File: src/rtl/booth_multiple_gen.sv
// ---------------------------------------------------------------------------
// booth_multiple_gen
//
// Two-stage pipelined generator of the radix-8 MBE multiplicand multiples
// {1x, 2x, 3x, 4x} for the partial-product selectors. 1x, 2x and 4x are plain
// wiring on the extended operand. 3x needs a real carry chain, which is split:
// stage 1 adds the low SPLIT bits and registers the carry, and stage 2 finishes
// the upper slice. This keeps the full-width 3x adder out of any single cycle.
//
// Parameters
//   WIDTH   multiplicand width (>= 4)
//   SIGNED  0: zero-extend multiples, 1: sign-extend (two's complement x_in)
//   SPLIT   width of the low 3x slice added in stage 1 (1..WIDTH-1)
//
// Ports
//   clk        in   1          rising-edge clock
//   rst_n      in   1          asynchronous active-low reset
//   in_valid   in   1          x_in is valid
//   in_ready   out  1          block accepts x_in this cycle
//   x_in       in   WIDTH      multiplicand
//   out_valid  out  1          x_1..x_4 are valid
//   out_ready  in   1          consumer takes the outputs this cycle
//   x_1..x_4   out  WIDTH+3    1x, 2x, 3x, 4x of the extended multiplicand
// ---------------------------------------------------------------------------
module booth_multiple_gen #(
    parameter int WIDTH  = 24,
    parameter bit SIGNED = 1'b0,
    parameter int SPLIT  = WIDTH / 2
) (
    input  logic               clk,
    input  logic               rst_n,
    input  logic               in_valid,
    output logic               in_ready,
    input  logic [WIDTH-1:0]   x_in,
    output logic               out_valid,
    input  logic               out_ready,
    output logic [WIDTH+2:0]   x_1,
    output logic [WIDTH+2:0]   x_2,
    output logic [WIDTH+2:0]   x_3,
    output logic [WIDTH+2:0]   x_4
);

    localparam int XW = WIDTH + 3;    // width of every multiple
    localparam int HW = XW - SPLIT;   // width of the upper 3x slice

    // Stage 1 state
    logic              s1_valid;
    logic [XW-1:0]     s1_ext;
    logic [SPLIT:0]    s1_lo;         // low 3x slice, MSB is the carry into the upper slice

    // Handshake
    logic              s2_adv;
    logic              s1_adv;
    logic              accept;

    // Stage 1 combinational inputs
    logic [XW-1:0]     ext_in;
    logic [SPLIT-1:0]  dbl_lo_in;     // low SPLIT bits of 2*x_in
    logic [SPLIT:0]    lo_in;

    // Stage 2 combinational
    logic [HW-1:0]     hi_sum;

    // A slot moves forward when the output register is empty or being
    // emptied; in_ready never looks at in_valid, so there is no
    // combinational in->out path.
    assign s2_adv   = !out_valid || out_ready;
    assign s1_adv   = s1_valid && s2_adv;
    assign in_ready = !s1_valid || s2_adv;
    assign accept   = in_valid && in_ready;

    // Low SPLIT bits of {x_in, 1'b0}; with SPLIT == 1 this is just the shifted-in zero.
    generate
        if (SPLIT == 1) begin : g_dbl_lo_one
            assign dbl_lo_in = 1'b0;
        end else begin : g_dbl_lo_wide
            assign dbl_lo_in = {x_in[SPLIT-2:0], 1'b0};
        end
    endgenerate

    // NOTE: every variable written here gets a value on every path, so no latch is inferred.
    always_comb begin
        ext_in = SIGNED ? {{3{x_in[WIDTH-1]}}, x_in} : {3'b000, x_in};
        lo_in  = {1'b0, x_in[SPLIT-1:0]} + {1'b0, dbl_lo_in};
        // Upper slice of ext + (ext << 1) plus the stage-1 carry, truncated to HW bits.
        // (ext << 1)[XW-1:SPLIT] is ext[XW-2:SPLIT-1].
        hi_sum = s1_ext[XW-1:SPLIT] + s1_ext[XW-2:SPLIT-1]
               + {{(HW-1){1'b0}}, s1_lo[SPLIT]};
    end

    // Stage 1: capture the extended operand and the low 3x slice at accept.
    // NOTE: sequential state uses non-blocking assignments so every register samples pre-edge values.
    always_ff @(posedge clk or negedge rst_n) begin
        if (!rst_n) begin
            s1_valid <= 1'b0;
            // NOTE: data registers are reset too, so a stage never exposes stale or X data after reset.
            s1_ext   <= '0;
            s1_lo    <= '0;
        end else begin
            // When in_ready is high, S1 is either empty or handing its entry on.
            if (in_ready) begin
                s1_valid <= in_valid;
            end
            if (accept) begin
                s1_ext <= ext_in;
                s1_lo  <= lo_in;
            end
        end
    end

    // Stage 2: output registers. They hold bit-stable during a stall and keep
    // their last value after a drain.
    always_ff @(posedge clk or negedge rst_n) begin
        if (!rst_n) begin
            out_valid <= 1'b0;
            x_1       <= '0;
            x_2       <= '0;
            x_3       <= '0;
            x_4       <= '0;
        end else begin
            if (s2_adv) begin
                out_valid <= s1_valid;
            end
            if (s1_adv) begin
                x_1 <= s1_ext;
                x_2 <= {s1_ext[XW-2:0], 1'b0};
                x_3 <= {hi_sum, s1_lo[SPLIT-1:0]};
                x_4 <= {s1_ext[XW-3:0], 2'b00};
            end
        end
    end

endmodule

File: config.mk
export PLATFORM = sky130hd
export DESIGN_NAME = booth_multiple_gen
export DESIGN_NICKNAME = d
export VERILOG_FILES = /design/src/rtl/booth_multiple_gen.sv
export SDC_FILE = /design/constraint.sdc
export NUM_CORES = 1
export LEC_CHECK = 0
export CAP_MARGIN = 20
export CORE_MARGIN = 3
export CORE_UTILIZATION = 25
export CTS_BUF_LIST = sky130_fd_sc_hd__clkbuf_8
export DETAILED_ROUTE_END_ITERATION = 10
export HOLD_SLACK_MARGIN = 0.12
export SLEW_MARGIN = 20
export SYNTH_ARGS = -nofsm -noshare
export SYNTH_HDL_FRONTEND = slang
export SYNTH_SLANG_ARGS = --single-unit
File: constraint.sdc
create_clock -name clk -period 3.74 [get_ports clk]
set_input_delay 1.122 -clock clk [delete_from_list [all_inputs] [get_ports clk]]
set_output_delay 1.122 -clock clk [all_outputs]
set_load 0.02 [all_outputs]
# Word-level counts from Yosys, hierarchy flattened
# Cells that the tools add are included.
# classes
add_sub_neg	3
n_reduce_logical	6
# ops
cell	count
$add 14x1->15	1
$add 12x13->14	1
$add 12x12->13	1
$logic_and 1x1->1	2
$logic_not 1->1	2
$logic_or 1x1->1	2
# totals
register_bits	90

# Logic depth before layout (Yosys ltp)
# Gate-level depths: netlist of the first run.
# logic_depth
word_depth	4
mapped_depth	7

# Worst setup path before layout of the first run
# No wires, ideal clock.
# synth_timing
path_kind	input port to flip-flop
from	input x_in[0]
to	register s1_lo[9]
stages	7
setup_slack_ns	1.120
t_required_ns	3.612
arrival_time_ns	2.492
path_cell_list	ha_1 fa_1 a21oi_1 o211ai_1 a31oi_1 xor2_1 o21ai_0
# synth_between
elab_chain_len	1
# synth_rtl
element	line	rtl
start: declaration	34	input logic [WIDTH-1:0] x_in,
$add 12x12->13	84	lo_in = {1'b0, x_in[SPLIT-1:0]} + {1'b0, dbl_lo_in};
end signal: assignment	106	s1_lo <= lo_in;
end: declaration	49	logic [SPLIT:0] s1_lo;
# No other way between the ends.
# A chain may end at the register's enable or synchronous reset.

# Worst setup path in the final report of the first run
# layout_timing
from	input out_ready
to	output in_ready
# layout_between
elab_chain_len	2
# layout_rtl
element	line	rtl
start: declaration	36	input logic out_ready,
$logic_or 1x1->1	67	assign s2_adv = !out_valid || out_ready;
$logic_or 1x1->1	69	assign in_ready = !s1_valid || s2_adv;
end: declaration	33	output logic in_ready,
# No other way between the ends.

==> impl_metrics.ini, run 1 <==
[place]
gp_congestion = 0.750
io_buffers = 127
dp_hpwl_um = 7770

[floorplan]
initial_core_util = 0.257
core_area_um2 = 18100
die_y_um = 143
die_w_um = 143
dieArea_um2 = 20300
ios = 138
num_rows = 49

[detailed_routing]
finalWirelength_um = 10300
dr_wl_met2_um = 4880
first_iter_violations = 129
post_drt_wl_per_cell_um = 14.4
top_layer = met4
antenna_left = 0
drc = 0
firstDrtPassIters = 4
wl_met1_um = 4640
num_vias = 3156
wl_met3_um = 549
vias_per_cell = 4.40

[clock_network]
clock_latency_ns = 0.37
postCtsResizedCells = 0
cts_setup_buffers = 0
cts_buffer_depth = 2
cts_buffers = 9
cts_root_buf = clkbuf_8
htreeDepth = 3
postCtsHoldBufs = 0
clkTransAtPathRegs_ns = 0.08
cts_tree = built
numClockSinks = 87

[setup_path]
worstSetupEndpointType = primary output
worstPathMaxFanout = 2
cp.required_ns = 2.62
timing_worst_setup_path_type = in2out
cp_data_arrival_time_ns = 2.41
crit_path_start_kind = input pin

[pwr]
max-vdd-ir-drop_uv = 202
pwr_density_cell_nw_per_um2 = 642
combPwrFrac = 0.460
power.share.clock = 0.186
power_frac_seq = 0.355
p_switching_mw = 1.42
p_sw_frac = 0.365
total_power_mw = 3.88
p_leak_nw = 2.53
intPower_mw = 2.47

[synthesis]
netlist_instances = 403
synthesis.area_um2 = 4670
yosysWarningCount = 0
synth_edf_count = 0
seq_area_frac_synth = 0.466
ys_seq_elements = 87
synth-main-ff-cell = dfrtp_1
syn_avg_cell_area_um2 = 11.6
synth-async-reset-ratio = 1.00
ys_types = 40

[layout]
layout-drive-gt1-share = 0.188
insertedDiodeCount = 0
layout.cells.most_common_list = clkdlybuf4s50_1 (126), dfrtp_1 (87), mux2_2 (62)
nets = 540
area_delta_synth_final_pct = 29.7
final_common_cell = clkdlybuf4s50_1

[timing]
slew_viol_final = 0
setup_tns_ns = 0
clock_skew_ns = 0.00961
period_share = 0.944
tightest_slew_ns = 0.545
rsz0062_at_grt = no
fmax_mhz = 283
setup_viol = 0
relSlewSlack = 0.637
hold_viol_final = 0
layout_min_cycle_time_ns = 3.53

[flow_run]
max_cap_viol_count = 0

[global_route]
grt_max_degree = 48
grt_pass1_wl_um = 17000
overflow = 0
grt.total_usage = 0.106
grt_pass1_vias = 3272
antenna_found_initial = 0

[run_status]
status = finished, final reports clean

[hold_path]
hp-class = reg2reg
[worst max-delay path, cell delays in order]
cell	delay [ns]
clkdlybuf4s50_1	0.46
nand3b_1	0.18
clkdlybuf4s50_1	0.65
[power by group through the flow]
stage                     clock [mW]  combinational (mW)  sequential [mW]
final                          0.721                1.78             1.38
after global routing           0.789                1.92             1.42
after CTS                      0.752                1.80             1.39
after detailed placement           0                1.80             1.41
after global placement             0                1.78             1.39
after floorplan                    0               0.953             1.58
[state kept, by name (all words and copies together) (netlist names)]
name and count:
x_3 25, x_1 24, s1_ext 23, s1_lo 13
out_valid 1, s1_valid 1
[cell usage after synthesis (3+ instances only)]
library cell	count	share of area
buf_2	9	0.0097
nor2_1	9	0.0072
ha_1	24	0.064
inv_1	4	0.0032
a21o_1	4	0.0064
xor2_1	12	0.023
dfrtp_1	87	0.47
buf_4	59	0.095
nor3_1	3	0.0032
nand2b_1	4	0.0054
o21ai_1	4	0.0043
mux2_2	62	0.15
o211ai_1	6	0.0097
a31oi_1	3	0.0040
nand3_1	4	0.0043
o21ai_0	25	0.027
fa_1	3	0.013
a21oi_1	19	0.020
nand2_1	30	0.024
xnor2_1	6	0.011
[stage by stage]
step	hold slack, ns	cells	setup WS (ns)	area (um2)	utilization
after floorplan	0.446	412	1.12	4700	-
after global placement	0.467	703	0.181	5840	0.322
after detailed placement	0.471	703	0.196	5840	0.322
after CTS	0.489	718	0.185	6050	0.333
after global routing	0.527	718	0.142	6050	0.333
final	0.481	718	0.208	6050	0.333
[worst paths after layout]
| check | from | end | slack, ns | cells past startpoint |
|---|---|---|---|---|
| min in group asynchronous | rst_n | x_1[15] | 0.73 | 1 |
| worst max register to register | s1_ext[12] | x_3[24] | 1.20 | 7 |
| worst max-delay path | out_ready | in_ready | 0.21 | 3 |
| worst min register to register | x_3[20] | x_3[20] | 0.48 | 2 |
| worst min-delay path | x_3[20] | x_3[20] | 0.48 | 2 |
| max in group asynchronous | rst_n | s1_lo[7] | 2.37 | 2 |
[layout make-up]
type	count	area, um2
clock inverter	5	73.8
inverter	4	15.0
sequential	87	2180
multi-input combinational	251	2020
tap	229	287
clock buffer	10	138
timing repair buffer	132	1340
fill	1809	12100
[layer usage]
| metal | vias up | global-route usage |
|---|---|---|
| met4 | 0 | 0.0550 |
| met2 | 98 | 0.168 |
| li1 | 1510 | - |
| met1 | 1531 | 0.134 |
| met3 | 17 | 0.0251 |
| met5 | - | 0 |
[cell families (layout without fill, tap and decap cells)]
family	count (synthesis)	count (layout)	synth area share
simple gates	59	59	0.0576
buf+inv	74	151	0.109
xor+xnor	18	18	0.0338
flops	87	87	0.466
fa+ha+maj	27	27	0.0772
other cells	1	10	0.000804
mux	63	63	0.152
compound gates	74	74	0.103
No activity file was read; power rests on OpenSTA's default activity.
==> inputs of run 2 (changes only) <==
--- a/config.mk
+++ b/config.mk
@@ -12,4 +12,5 @@
 export DETAILED_ROUTE_END_ITERATION = 10
 export HOLD_SLACK_MARGIN = 0.12
+export SKIP_LAST_GASP = 1
 export SLEW_MARGIN = 20
 export SYNTH_ARGS = -nofsm -noshare
==> constraint.sdc (replaced) <==
create_clock -name clk -period 3.74 [get_ports clk]
set_input_delay 1.122 -clock clk [delete_from_list [all_inputs] [get_ports clk]]
set_output_delay 1.122 -clock clk [all_outputs]
set_load 0.01 [all_outputs]
==> impl_metrics.ini, run 2 (synthesis gave the netlist of run 1 again) <==
[detailed_routing]
finalWirelength_um = 10400
num_vias = 3128
vias_per_cell = 4.35
antenna_left = 0
first_iter_violations = 88
drc = 0
firstDrtPassIters = 4
post_drt_wl_per_cell_um = 14.5

[floorplan]
die_y_um = 143
dieArea_um2 = 20300
die_w_um = 143
ios = 138
num_rows = 49
initial_core_util = 0.257
core_area_um2 = 18100

[clock_network]
postCtsHoldBufs = 0
cts_tree = built
cts_root_buf = clkbuf_8
cts_buffer_depth = 2
cts_setup_buffers = 0
clkTransAtPathRegs_ns = 0.08
htreeDepth = 3
cts_buffers = 9
postCtsResizedCells = 0
numClockSinks = 87
clock_latency_ns = 0.36

[layout]
seq_area_um2 = 2180
largest_reg_flops = 25
top_register = x_3
nets = 541
top_regs = x_3 (25), x_1 (24), s1_ext (23)
final_common_cell = clkdlybuf4s50_1
area_delta_synth_final_pct = 29.6
fillers = 1850
insertedDiodeCount = 0
finalInstanceArea_um2 = 6050
layout.cells.most_common_list = clkdlybuf4s50_1 (126), dfrtp_1 (87), mux2_2 (62)
final_cells = 719
multiInputGateArea_um2 = 2020
layout-drive-gt1-share = 0.190
postLayoutCoreUtil = 0.333

[timing]
tightest_slew_ns = 0.544
holdWs_ns = 0.485
hold_viol_final = 0
setup_viol = 0
slew_viol_final = 0
relSlewSlack = 0.637
worst_slack_ns = 0.235
fmax_mhz = 285
clock_skew_ns = 0.0106
period_share = 0.937
layout_min_cycle_time_ns = 3.51
rsz0062_at_grt = no
setup_tns_ns = 0

[setup_path]
cp.required_ns = 2.62
r2r_cells = 7
cp_data_arrival_time_ns = 2.38
worstSetupEndpointType = primary output
rrSetupSlack_ns = 1.20
worstPathMaxFanout = 2
crit_path_start_kind = input pin
timing_worst_setup_path_type = in2out

[place]
dp_hpwl_um = 7890
place_ws_ns = 0.236
io_buffers = 127
dp.cells = 704
gp_congestion = 0.753
placed_cell_area_um2 = 5840

[hold_path]
holdPathStages = 2
hp-class = reg2reg

[global_route]
grt_pass1_vias = 3240
overflow = 0
grt.total_usage = 0.105
grt_pass1_wl_um = 16800
antenna_found_initial = 0
grt_max_degree = 48

[pwr]
pwr_density_cell_nw_per_um2 = 600
total_power_mw = 3.63
p_leak_nw = 2.53
max-vdd-ir-drop_uv = 252

[run_status]
status = finished, final reports clean

[flow_run]
max_cap_viol_count = 0
==> run 2: cell count changes in the layout (fill, tap and decap cells not counted) <==
cell | before | now
buf_12 | 3 | 2
buf_4 | 3 | 5
==> run 2: worst max-delay path, stage by stage <==
cell	delay, ns
clkdlybuf4s50_1	0.47
nand3b_1	0.21
clkdlybuf4s50_1	0.58
==> run 2: final cells by class <==
cell class | count | area share
clock buffers | 10 | 0.0228
flip-flops and latches | 87 | 0.360
inverters | 4 | 0.00248
repair buffers | 133 | 0.221
well taps | 229 | 0.0474
multi-input cells | 251 | 0.334
clock inverters | 5 | 0.0122
==> run 2: power breakdown <==
part           total, mW  internal (mW)  switching (mW)
Clock              0.724          0.387           0.338
Sequential          1.38           1.19           0.187
Combinational       1.53          0.888           0.637
==> run 2: layer usage <==
| layer | vias to the layer above | part of all wire | global-route usage |
|---|---|---|---|
| li1 | 1513 | - | - |
| met1 | 1517 | 0.45 | 0.134 |
| met5 | - | 0 | 0 |
| met4 | 0 | 0.020 | 0.0415 |
| met3 | 11 | 0.050 | 0.0268 |
| met2 | 87 | 0.48 | 0.171 |
==> run 2: worst paths after layout <==
| kind | startpoint | end |
|---|---|---|
| max | out_ready | in_ready |
| min | x_3[20] | x_3[20] |
| max reg2reg | s1_ext[12] | x_3[22] |
| min reg2reg | x_3[20] | x_3[20] |
| max in group asynchronous | rst_n | x_1[3] |
| min in group asynchronous | rst_n | x_3[12] |
==> inputs of run 3 (changes only) <==
Settings changed: GPL_ROUTABILITY_DRIVEN set to 0.
==> results of run 3 <==
Final layout, timing and power as in run 2 (identical DEF).
